[config.mk]
export PLATFORM = sky130hd
export DESIGN_NAME = fpnew_opgroup_outbuf
export DESIGN_NICKNAME = d
export VERILOG_FILES = /design/src/rtl/fpnew_pkg.sv /design/src/rtl/fpnew_opgroup_outbuf.sv
export SDC_FILE = /design/constraint.sdc
export NUM_CORES = 1
export LEC_CHECK = 0
export CAP_MARGIN = 15
export CORE_MARGIN = 2
export CORE_UTILIZATION = 40
export DETAILED_ROUTE_END_ITERATION = 10
export PLACE_DENSITY = 0.76
export SLEW_MARGIN = 20
export SYNTH_ARGS = -nofsm -noshare
export SYNTH_HDL_FRONTEND = slang
export SYNTH_SLANG_ARGS = --single-unit
[constraint.sdc]
create_clock -name clk_i -period 2.2 [get_ports clk_i]
set_clock_uncertainty 0.05 [all_clocks]
set_input_delay 0.44 -clock clk_i [delete_from_list [all_inputs] [get_ports clk_i]]
set_output_delay 0.44 -clock clk_i [all_outputs]
set_load 0.1 [all_outputs]
[src/rtl/fpnew_pkg.sv]
// fpnew_pkg: shared floating-point status type and output-buffer limits.
package fpnew_pkg;
  localparam int unsigned OUTBUF_MAX_DEPTH = 16;
  typedef struct packed {
    logic nv;
    logic dz;
    logic of;
    logic uf;
    logic nx;
  } status_t;
endpackage

[src/rtl/fpnew_opgroup_outbuf.sv]
// fpnew_opgroup_outbuf: in-order output FIFO for an opgroup result stream.
// Optional sticky status accumulator enabled by FPNEW_OUTBUF_STATUS_ACC_EN.
module fpnew_opgroup_outbuf import fpnew_pkg::*; #(
  parameter int unsigned Width = 32,
  parameter int unsigned Depth = 2,
  parameter type TagType = logic
) (
  input  logic                       clk_i,
  input  logic                       rst_ni,
  input  logic                       clr_i,
  input  logic                       flush_i,
  input  logic                       in_valid_i,
  output logic                       in_ready_o,
  input  logic [Width-1:0]           result_i,
  input  status_t                    status_i,
  input  logic                       extension_bit_i,
  input  TagType                     tag_i,
  output logic                       out_valid_o,
  input  logic                       out_ready_i,
  output logic [Width-1:0]           result_o,
  output status_t                    status_o,
  output logic                       extension_bit_o,
  output TagType                     tag_o,
  output logic                       busy_o,
`ifdef FPNEW_OUTBUF_STATUS_ACC_EN
  output status_t                    acc_status_o,
`endif
  output logic [$clog2(Depth+1)-1:0] fill_o
);
  localparam int unsigned PtrW = Depth > 1 ? $clog2(Depth) : 1;
  localparam int unsigned FillW = $clog2(Depth+1);
  localparam logic [PtrW-1:0] LastPtr = PtrW'(Depth-1);
  if (Depth < 1 || Depth > OUTBUF_MAX_DEPTH) begin : g_bad_depth
    $error("fpnew_opgroup_outbuf: Depth out of range");
  end
  typedef struct packed {
    logic [Width-1:0] result;
    status_t          status;
    logic             ext_bit;
    TagType           tag;
  } entry_t;
  entry_t           mem_q [Depth];
  entry_t           head;
  logic [PtrW-1:0]  rd_q, wr_q;
  logic [FillW-1:0] fill_q;
  logic             push, pop, discard;
  assign in_ready_o  = fill_q != FillW'(Depth);
  assign out_valid_o = fill_q != '0;
  assign busy_o      = out_valid_o;
  assign fill_o      = fill_q;
  assign push        = in_valid_i & in_ready_o;
  assign pop         = out_valid_o & out_ready_i;
  assign discard     = clr_i | flush_i;
  assign head            = mem_q[rd_q];
  assign result_o        = head.result;
  assign status_o        = head.status;
  assign extension_bit_o = head.ext_bit;
  assign tag_o           = head.tag;
  always_ff @(posedge clk_i or negedge rst_ni) begin
    if (!rst_ni) begin
      rd_q   <= '0;
      wr_q   <= '0;
      fill_q <= '0;
      for (int i = 0; i < Depth; i++) mem_q[i] <= '0;
    end else if (discard) begin
      rd_q   <= '0;
      wr_q   <= '0;
      fill_q <= '0;
    end else begin
      if (push) begin
        mem_q[wr_q] <= '{result: result_i, status: status_i, ext_bit: extension_bit_i, tag: tag_i};
        wr_q        <= wr_q == LastPtr ? '0 : wr_q + 1'b1;
      end
      if (pop) rd_q <= rd_q == LastPtr ? '0 : rd_q + 1'b1;
      fill_q <= fill_q + FillW'(push) - FillW'(pop);
    end
  end
`ifdef FPNEW_OUTBUF_STATUS_ACC_EN
  status_t acc_q;
  assign acc_status_o = acc_q;
  // A pop cancelled by flush never leaves the buffer, so it is not accumulated.
  always_ff @(posedge clk_i or negedge rst_ni) begin
    if (!rst_ni) acc_q <= '0;
    else if (clr_i) acc_q <= '0;
    else if (pop && !flush_i) acc_q <= status_t'(acc_q | head.status);
  end
`endif
endmodule

==> metrics.csv, run 1 <==
stage,metric,value,unit
run_status,status,completed,
floorplan,die width,99.9,µm
job,max-cap check violation count,0,
min_path,Hold Crit Class,flop to flop,
global_routing,initial antenna violation count,0,
yosys,post-synthesis cell area,3680,µm²
global_routing,met3 Use GR,4.81,%
place,Port Buf Inserts,88,
timing,Final Hold Vio Count,0,
global_routing,GR Util met2,27.8,%
clock_network,clock tree buffer depth,2,
setup_path,WP data required,1710,ps
global_routing,Total GRT Usage,15.8,%
clock_network,Post-CTS Setup Bufs,0,
power_and_ir_drop,Peak VDD IR,0.626,mV
setup_path,WS Path Type,flop to primary output,
yosys,Post-Synth Simple-Gate Area,2.59,%
floorplan,total die area,9970,µm²
global_routing,vias in the first global route,2511,
floorplan,io pins,89,
timing,Final setup viols,0,
place,Detailed Place HPWL,5.29,mm
drt,Routed WL,7.41,mm
layout,"commonest non-fill, non-tap cell in the layout",mux2_2,
clock_network,worst-skew pair later-pin latency,350,ps
setup_path,Startpoint Class,flop,
yosys,Synth Area in Compound Gates,0.545,%
timing,Final Critical Period,2070,ps
global_routing,Most Crowded Layer GR,met2,
yosys,post-synth top area share,55.8,%
place,placed insts,426,
drt,Via density,5.07,
drt,WL/cell,16.7,µm
global_routing,first-pass GRT wire length,12.2,mm
yosys,Post-Synth XOR/XNOR Area,0.715,%
layout,most frequent cells in the layout,"mux2_2 (107), dfrtp_1 (79), clkdlybuf4s50_1 (43), buf_12 (42), buf_4 (12)",
floorplan,Core ar.,8810,µm²
drt,Final ANT Viol Nets,0,
layout,layout net count,377,
layout,area grow syn2layout,44.5,%
setup_path,crit path DAT,1580,ps
clock_network,CTS H-tree depth,3,
layout,design area,5310,µm²
layout,# diodes,0,
drt,routed via count,2244,
drt,Starting DRT DRC Count,47,
layout,fin cells,443,
floorplan,initial core utilization,41.7,%
global_routing,M1 GR Usage,18.6,%
layout,Filler cells,704,
yosys,dominant cell type by area after synthesis,dfrtp_1,
floorplan,Chip Height,99.9,µm
timing,Fmax achieved,482,MHz
setup_path,R2R depth,9,
power_and_ir_drop,leakage dissipation,0.00240,µW
place,Final Wtd Congestion,0.752,
yosys,Syn Area/Cell,15.8,µm²
layout,share of layout cells above drive strength 1,58.8,%
yosys,Synth Area in Adders,0.681,%
clock_network,root buffer cell,clkbuf_8,
power_and_ir_drop,power per cell area,1110,nW/µm²
timing,fin. max-slew vios,0,
global_routing,gr ovfl total,0,
clock_network,clock-pin slew on the worst setup and hold paths,80,ps
timing,TNS Setup,0,ps
yosys,mux cell area share after synthesis,36.9,%
setup_path,worst-path fanout max,26,
yosys,main area contributors after synthesis,"dfrtp_1 (56%), mux2_2 (33%), mux2_4 (4.1%), buf_6 (1.2%), xnor2_1 (0.71%)",
yosys,net count after synthesis,280,
floorplan,Rows,34,
layout,register cell area after layout,2060,µm²
clock_network,CTS tree,done,
drt,First-pass DRT Iterations,3,
global_routing,largest net degree at the start of global routing,37,
layout,multi-input logic area,1520,µm²
timing,Slew headroom,71.7,%
timing,fin crit share,94.3,%
drt,DRC,0,
yosys,Syn. warnings,0,
place,DP Area,5100,µm²
yosys,sequential area share after synthesis,55.8,%
clock_network,# clock sinks,82,
min_path,hold depth,1,
yosys,"FF+latch count, synth",82,
yosys,count of cell types in the netlist,24,
timing,RSZ-0062 raised after global routing,false,
clock_network,total CTS buffers,9,
setup_path,Critical Path End Type,primary output,
yosys,largest family of logic cells by synthesized area,multiplexers,
timing,Tightest Pin Transition,425,ps
yosys,Synth Instances,233,
[worst max-delay path, cell delays in order, from the launching register on]
cell and delay [ps]:
dfrtp_2 370, buf_6 270, mux2_2 410, buf_12 170
[path summary, 6_finish.rpt]
path / startpoint / endpoint / slack (ps)
min: mem_q[43] / mem_q[43] / 460
min reg2reg: mem_q[43] / mem_q[43] / 460
min in group asynchronous: rst_ni / mem_q[25] / 510
max: rd_q / extension_bit_o / 130
max reg2reg: fill_o[1] / fill_o[1] / 420
max in group asynchronous: rst_ni / mem_q[28] / 1030
[power by group]
| part | internal, µW | switching (µW) |
|---|---|---|
| clock network | 534 | 563 |
| registers | 1820 | 148 |
| logic | 1140 | 1710 |
| total | 3500 | 2420 |
[sequential cells by signal (all words and copies together) (netlist names)]
signal and flops:
wr_q 1, fill_o 2, mem_q 78, rd_q 1
[metrics by stage]
step	hold slack, ps	power [µW]	worst slack, ps	utilization (%)
final	457	5920	125	60.3
after floorplan	94.4	3820	18.3	-
after CTS	460	5980	13.1	60.3
after global routing	472	6160	61.1	60.3
after global placement	361	4810	170	57.9
after detailed placement	361	4870	137	57.9
[synthesized netlist by cell type]
| master | n |
|---|---|
| or3_1 | 1 |
| inv_4 | 1 |
| inv_1 | 2 |
| nor2b_4 | 1 |
| ha_1 | 2 |
| nor3_1 | 1 |
| clkbuf_1 | 1 |
| nand2_1 | 1 |
| buf_4 | 1 |
| mux2_2 | 107 |
| o21ai_0 | 1 |
| or2_2 | 1 |
| xnor2_1 | 3 |
| nand4b_4 | 1 |
| buf_1 | 2 |
| buf_6 | 4 |
| nor2_4 | 1 |
| mux2_4 | 10 |
| buf_2 | 5 |
| nand4_2 | 1 |
| and2_1 | 2 |
| o21a_1 | 1 |
| dfrtp_1 | 82 |
| a21boi_0 | 1 |
[kinds of logic after synthesis]
kind of cell | after synthesis
buf+inv | 16
compound gates | 3
simple gates | 10
mux | 117
xor+xnor | 3
flops | 82
fa+ha+maj | 2
[layer usage]
| layer | up-vias | wire, µm |
|---|---|---|
| li1 | 1024 | - |
| met1 | 1159 | 2970 |
| met2 | 55 | 3990 |
| met3 | 6 | 360 |
| met4 | 0 | 88 |
| met5 | - | 0 |
[what timing repair did]
item                       4_1_cts  5_1_grt
gates resized for setup          0        1
hold endpoints to repair        31        0
hold buffers                     1        0
setup endpoints to repair        0       25
[layout make-up]
class	count	share of cell area (%)
clock buffers	9	2.33
inverters	3	0.306
multi-input cells	135	28.6
clock inverters	7	1.46
flip-flops and latches	82	38.7
repair buffers	99	26.0
well taps	108	2.54
No activity file was read; power rests on OpenSTA's default activity.
==> run 2: changes to the inputs <==
Settings changed: SETUP_SLACK_MARGIN from default to 0.5.
==> metrics.csv, run 2 (synthesis gave the netlist of run 1 again) <==
stage,metric,value,unit,change
run_status,status,completed,,unchanged
timing,Final Critical Period,2020,ps,was 2070 ps
drt,Final ANT Viol Nets,0,,unchanged
timing,TNS Setup,0,ps,unchanged
floorplan,total die area,9970,µm²,unchanged
min_path,min-delay src,clr_i,,was mem_q[43]
drt,DRC,0,,unchanged
timing,final hold slack,296,ps,was 457 ps
timing,Tightest Pin Transition,349,ps,was 425 ps
global_routing,first-pass GRT wire length,13.6,mm,was 12.2 mm
timing,fin. max-slew vios,0,,unchanged
drt,Starting DRT DRC Count,76,,was 47
floorplan,Core ar.,8810,µm²,unchanged
place,Final Wtd Congestion,0.677,,was 0.752
layout,area grow syn2layout,59.4,%,was 44.5%
setup_path,WS Path Type,flop to primary output,,unchanged
global_routing,gr ovfl total,0,,unchanged
layout,multi-input logic area,1800,µm²,was 1520 µm²
layout,max reg flops,78,,unchanged
timing,Slew headroom,76.7,%,was 71.7%
floorplan,io pins,89,,unchanged
timing,Final Hold Vio Count,0,,unchanged
timing,Fmax achieved,494,MHz,was 482 MHz
setup_path,critical path's most frequent cell,buf_12,,
timing,fin crit share,91.9,%,was 94.3%
floorplan,Rows,34,,unchanged
setup_path,R2R Path End,fill_o[1],,unchanged
clock_network,total CTS buffers,9,,unchanged
layout,"commonest non-fill, non-tap cell in the layout",dfrtp_1,,was mux2_2
layout,most frequent cells in the layout,"dfrtp_1 (79), mux2_4 (70), mux2_2 (47), buf_12 (47), clkdlybuf4s50_1 (40)",,"was mux2_2 (107), dfrtp_1 (79), clkdlybuf4s50_1 (43), buf_12 (42), buf_4 (12)"
drt,Via density,5.05,,was 5.07
setup_path,WP data required,1710,ps,about the same
layout,# diodes,0,,unchanged
power_and_ir_drop,Peak VDD IR,0.594,mV,was 0.626 mV
global_routing,initial antenna violation count,0,,unchanged
timing,RSZ-0062 raised after global routing,true,,was false
setup_path,Startpoint Class,flop,,unchanged
layout,fin cells,451,,was 443
setup_path,r2r setup slk,410,ps,was 420 ps
setup_path,worst-path fanout max,24,,was 26
power_and_ir_drop,leakage dissipation,0.00282,µW,was 0.00240 µW
setup_path,crit path DAT,1530,ps,was 1580 ps
floorplan,die width,99.9,µm,unchanged
setup_path,CP max stage cell,dfrtp_2,,was mux2_2
floorplan,initial core utilization,41.7,%,unchanged
place,Port Buf Inserts,88,,unchanged
setup_path,CP max stage delay,400,ps,was 410 ps
min_path,hold depth,2,,was 1
clock_network,worst-skew pair later-pin latency,340,ps,was 350 ps
setup_path,"Critical Path, Cell by Cell","buf_12, mux2_2, buf_12",,"was buf_6, mux2_2, buf_12"
place,Detailed Place HPWL,5.23,mm,was 5.29 mm
clock_network,# clock sinks,82,,unchanged
layout,Filler cells,609,,was 704
clock_network,CTS tree,done,,unchanged
min_path,Worst Hold Path EP,rd_q,,was mem_q[43]
job,max-cap check violation count,0,,unchanged
floorplan,Chip Height,99.9,µm,unchanged
global_routing,largest net degree at the start of global routing,36,,was 37
drt,First-pass DRT Iterations,4,,was 3
setup_path,R2R depth,9,,unchanged
layout,layout net count,385,,was 377
layout,register cell area after layout,2060,µm²,about the same
drt,routed via count,2279,,was 2244
setup_path,Critical Path End Type,primary output,,unchanged
place,placed insts,422,,was 426
global_routing,vias in the first global route,2573,,was 2511
clock_network,clock-pin slew on the worst setup and hold paths,70,ps,was 80 ps
clock_network,CTS H-tree depth,3,,unchanged
drt,Routed WL,8.71,mm,was 7.41 mm
clock_network,clock tree buffer depth,2,,unchanged
global_routing,Total GRT Usage,18.0,%,was 15.8%
clock_network,root buffer cell,clkbuf_8,,unchanged
timing,Final setup viols,0,,unchanged
min_path,Hold Crit Class,primary input to flop,,was flop to flop
setup_path,Worst R2R Start,fill_o[1],,unchanged
power_and_ir_drop,power per cell area,1050,nW/µm²,was 1110 nW/µm²
layout,share of layout cells above drive strength 1,60.3,%,was 58.8%
drt,WL/cell,19.3,µm,was 16.7 µm
layout,Top reg by flops,mem_q,,unchanged
run 2: cell count changes in the layout (fill, tap and decap cells not counted), moves of 3 or more:
| cell | delta |
|---|---|
| buf_4 | -5 |
| mux2_2 | -60 |
| inv_6 | -3 |
| clkbuf_1 | +3 |
| clkbuf_16 | +6 |
| buf_12 | +5 |
| clkdlybuf4s50_1 | -3 |
| mux2_4 | +60 |
run 2: metal layers:
layer | vias up | global-route usage (%) | part of all wire (%)
met5 | - | 0 | 0
met4 | 0 | 6.95 | 1.4
met3 | 9 | 3.27 | 3.7
met2 | 54 | 30.5 | 50
met1 | 1174 | 23.2 | 44
li1 | 1042 | - | -
run 2: worst max-delay path, delay by kind of cell, from the launching register on:
family	cells	cell delay [ps]
muxes	1	390
buffers and inverters	2	370
DFF	1	400
run 2: cell type report:
class,count,share of cell area (%)
well taps,108,2.31
multi-input cells,135,30.7
clock inverters,4,0.897
flip-flops and latches,82,35.2
repair buffers,107,28.3
inverters,3,0.320
clock buffers,12,2.31
run 2: repair_timing:
item                       CTS  global route
pin swaps                    5             2
cloned                       2             6
hold buffers                 1             0
resized for setup           10            21
setup endpoints to repair   62           104
buffers inserted             1             3
hold endpoints to repair    23             0
run 2: worst max path at each step:
stage                          start          end  slack [ps]
after CTS                       rd_q  result_o[4]         160
after detailed placement  in_valid_i    fill_o[1]          20
after floorplan            fill_o[1]    fill_o[1]         170
after global routing            rd_q  status_o[3]         130
final                           rd_q  status_o[3]         180
after global placement    in_valid_i    fill_o[1]          90
run 2: per-stage QoR:
| stage | setup slack, ps | utilization, % | power, µW | instance area [µm²] |
|---|---|---|---|---|
| 5_1_grt | 134 | 66.5 | 6350 | 5860 |
| 4_1_cts | 158 | 63.9 | 6120 | 5630 |
| 2_1_floorplan | 168 | - | 3980 | 3970 |
| 3_5_place_dp | 15.6 | 60.4 | 5020 | 5320 |
| 6_report | 177 | 66.5 | 6120 | 5860 |
| 3_3_place_gp | 86.9 | 60.4 | 4960 | 5320 |
run 2: where the power goes:
group | leakage (µW) | switching [µW] | internal (µW)
clock network | 0.0000828 | 539 | 526
logic | 0.00172 | 1750 | 1320
registers | 0.00101 | 174 | 1820
total | 0.00282 | 2460 | 3670
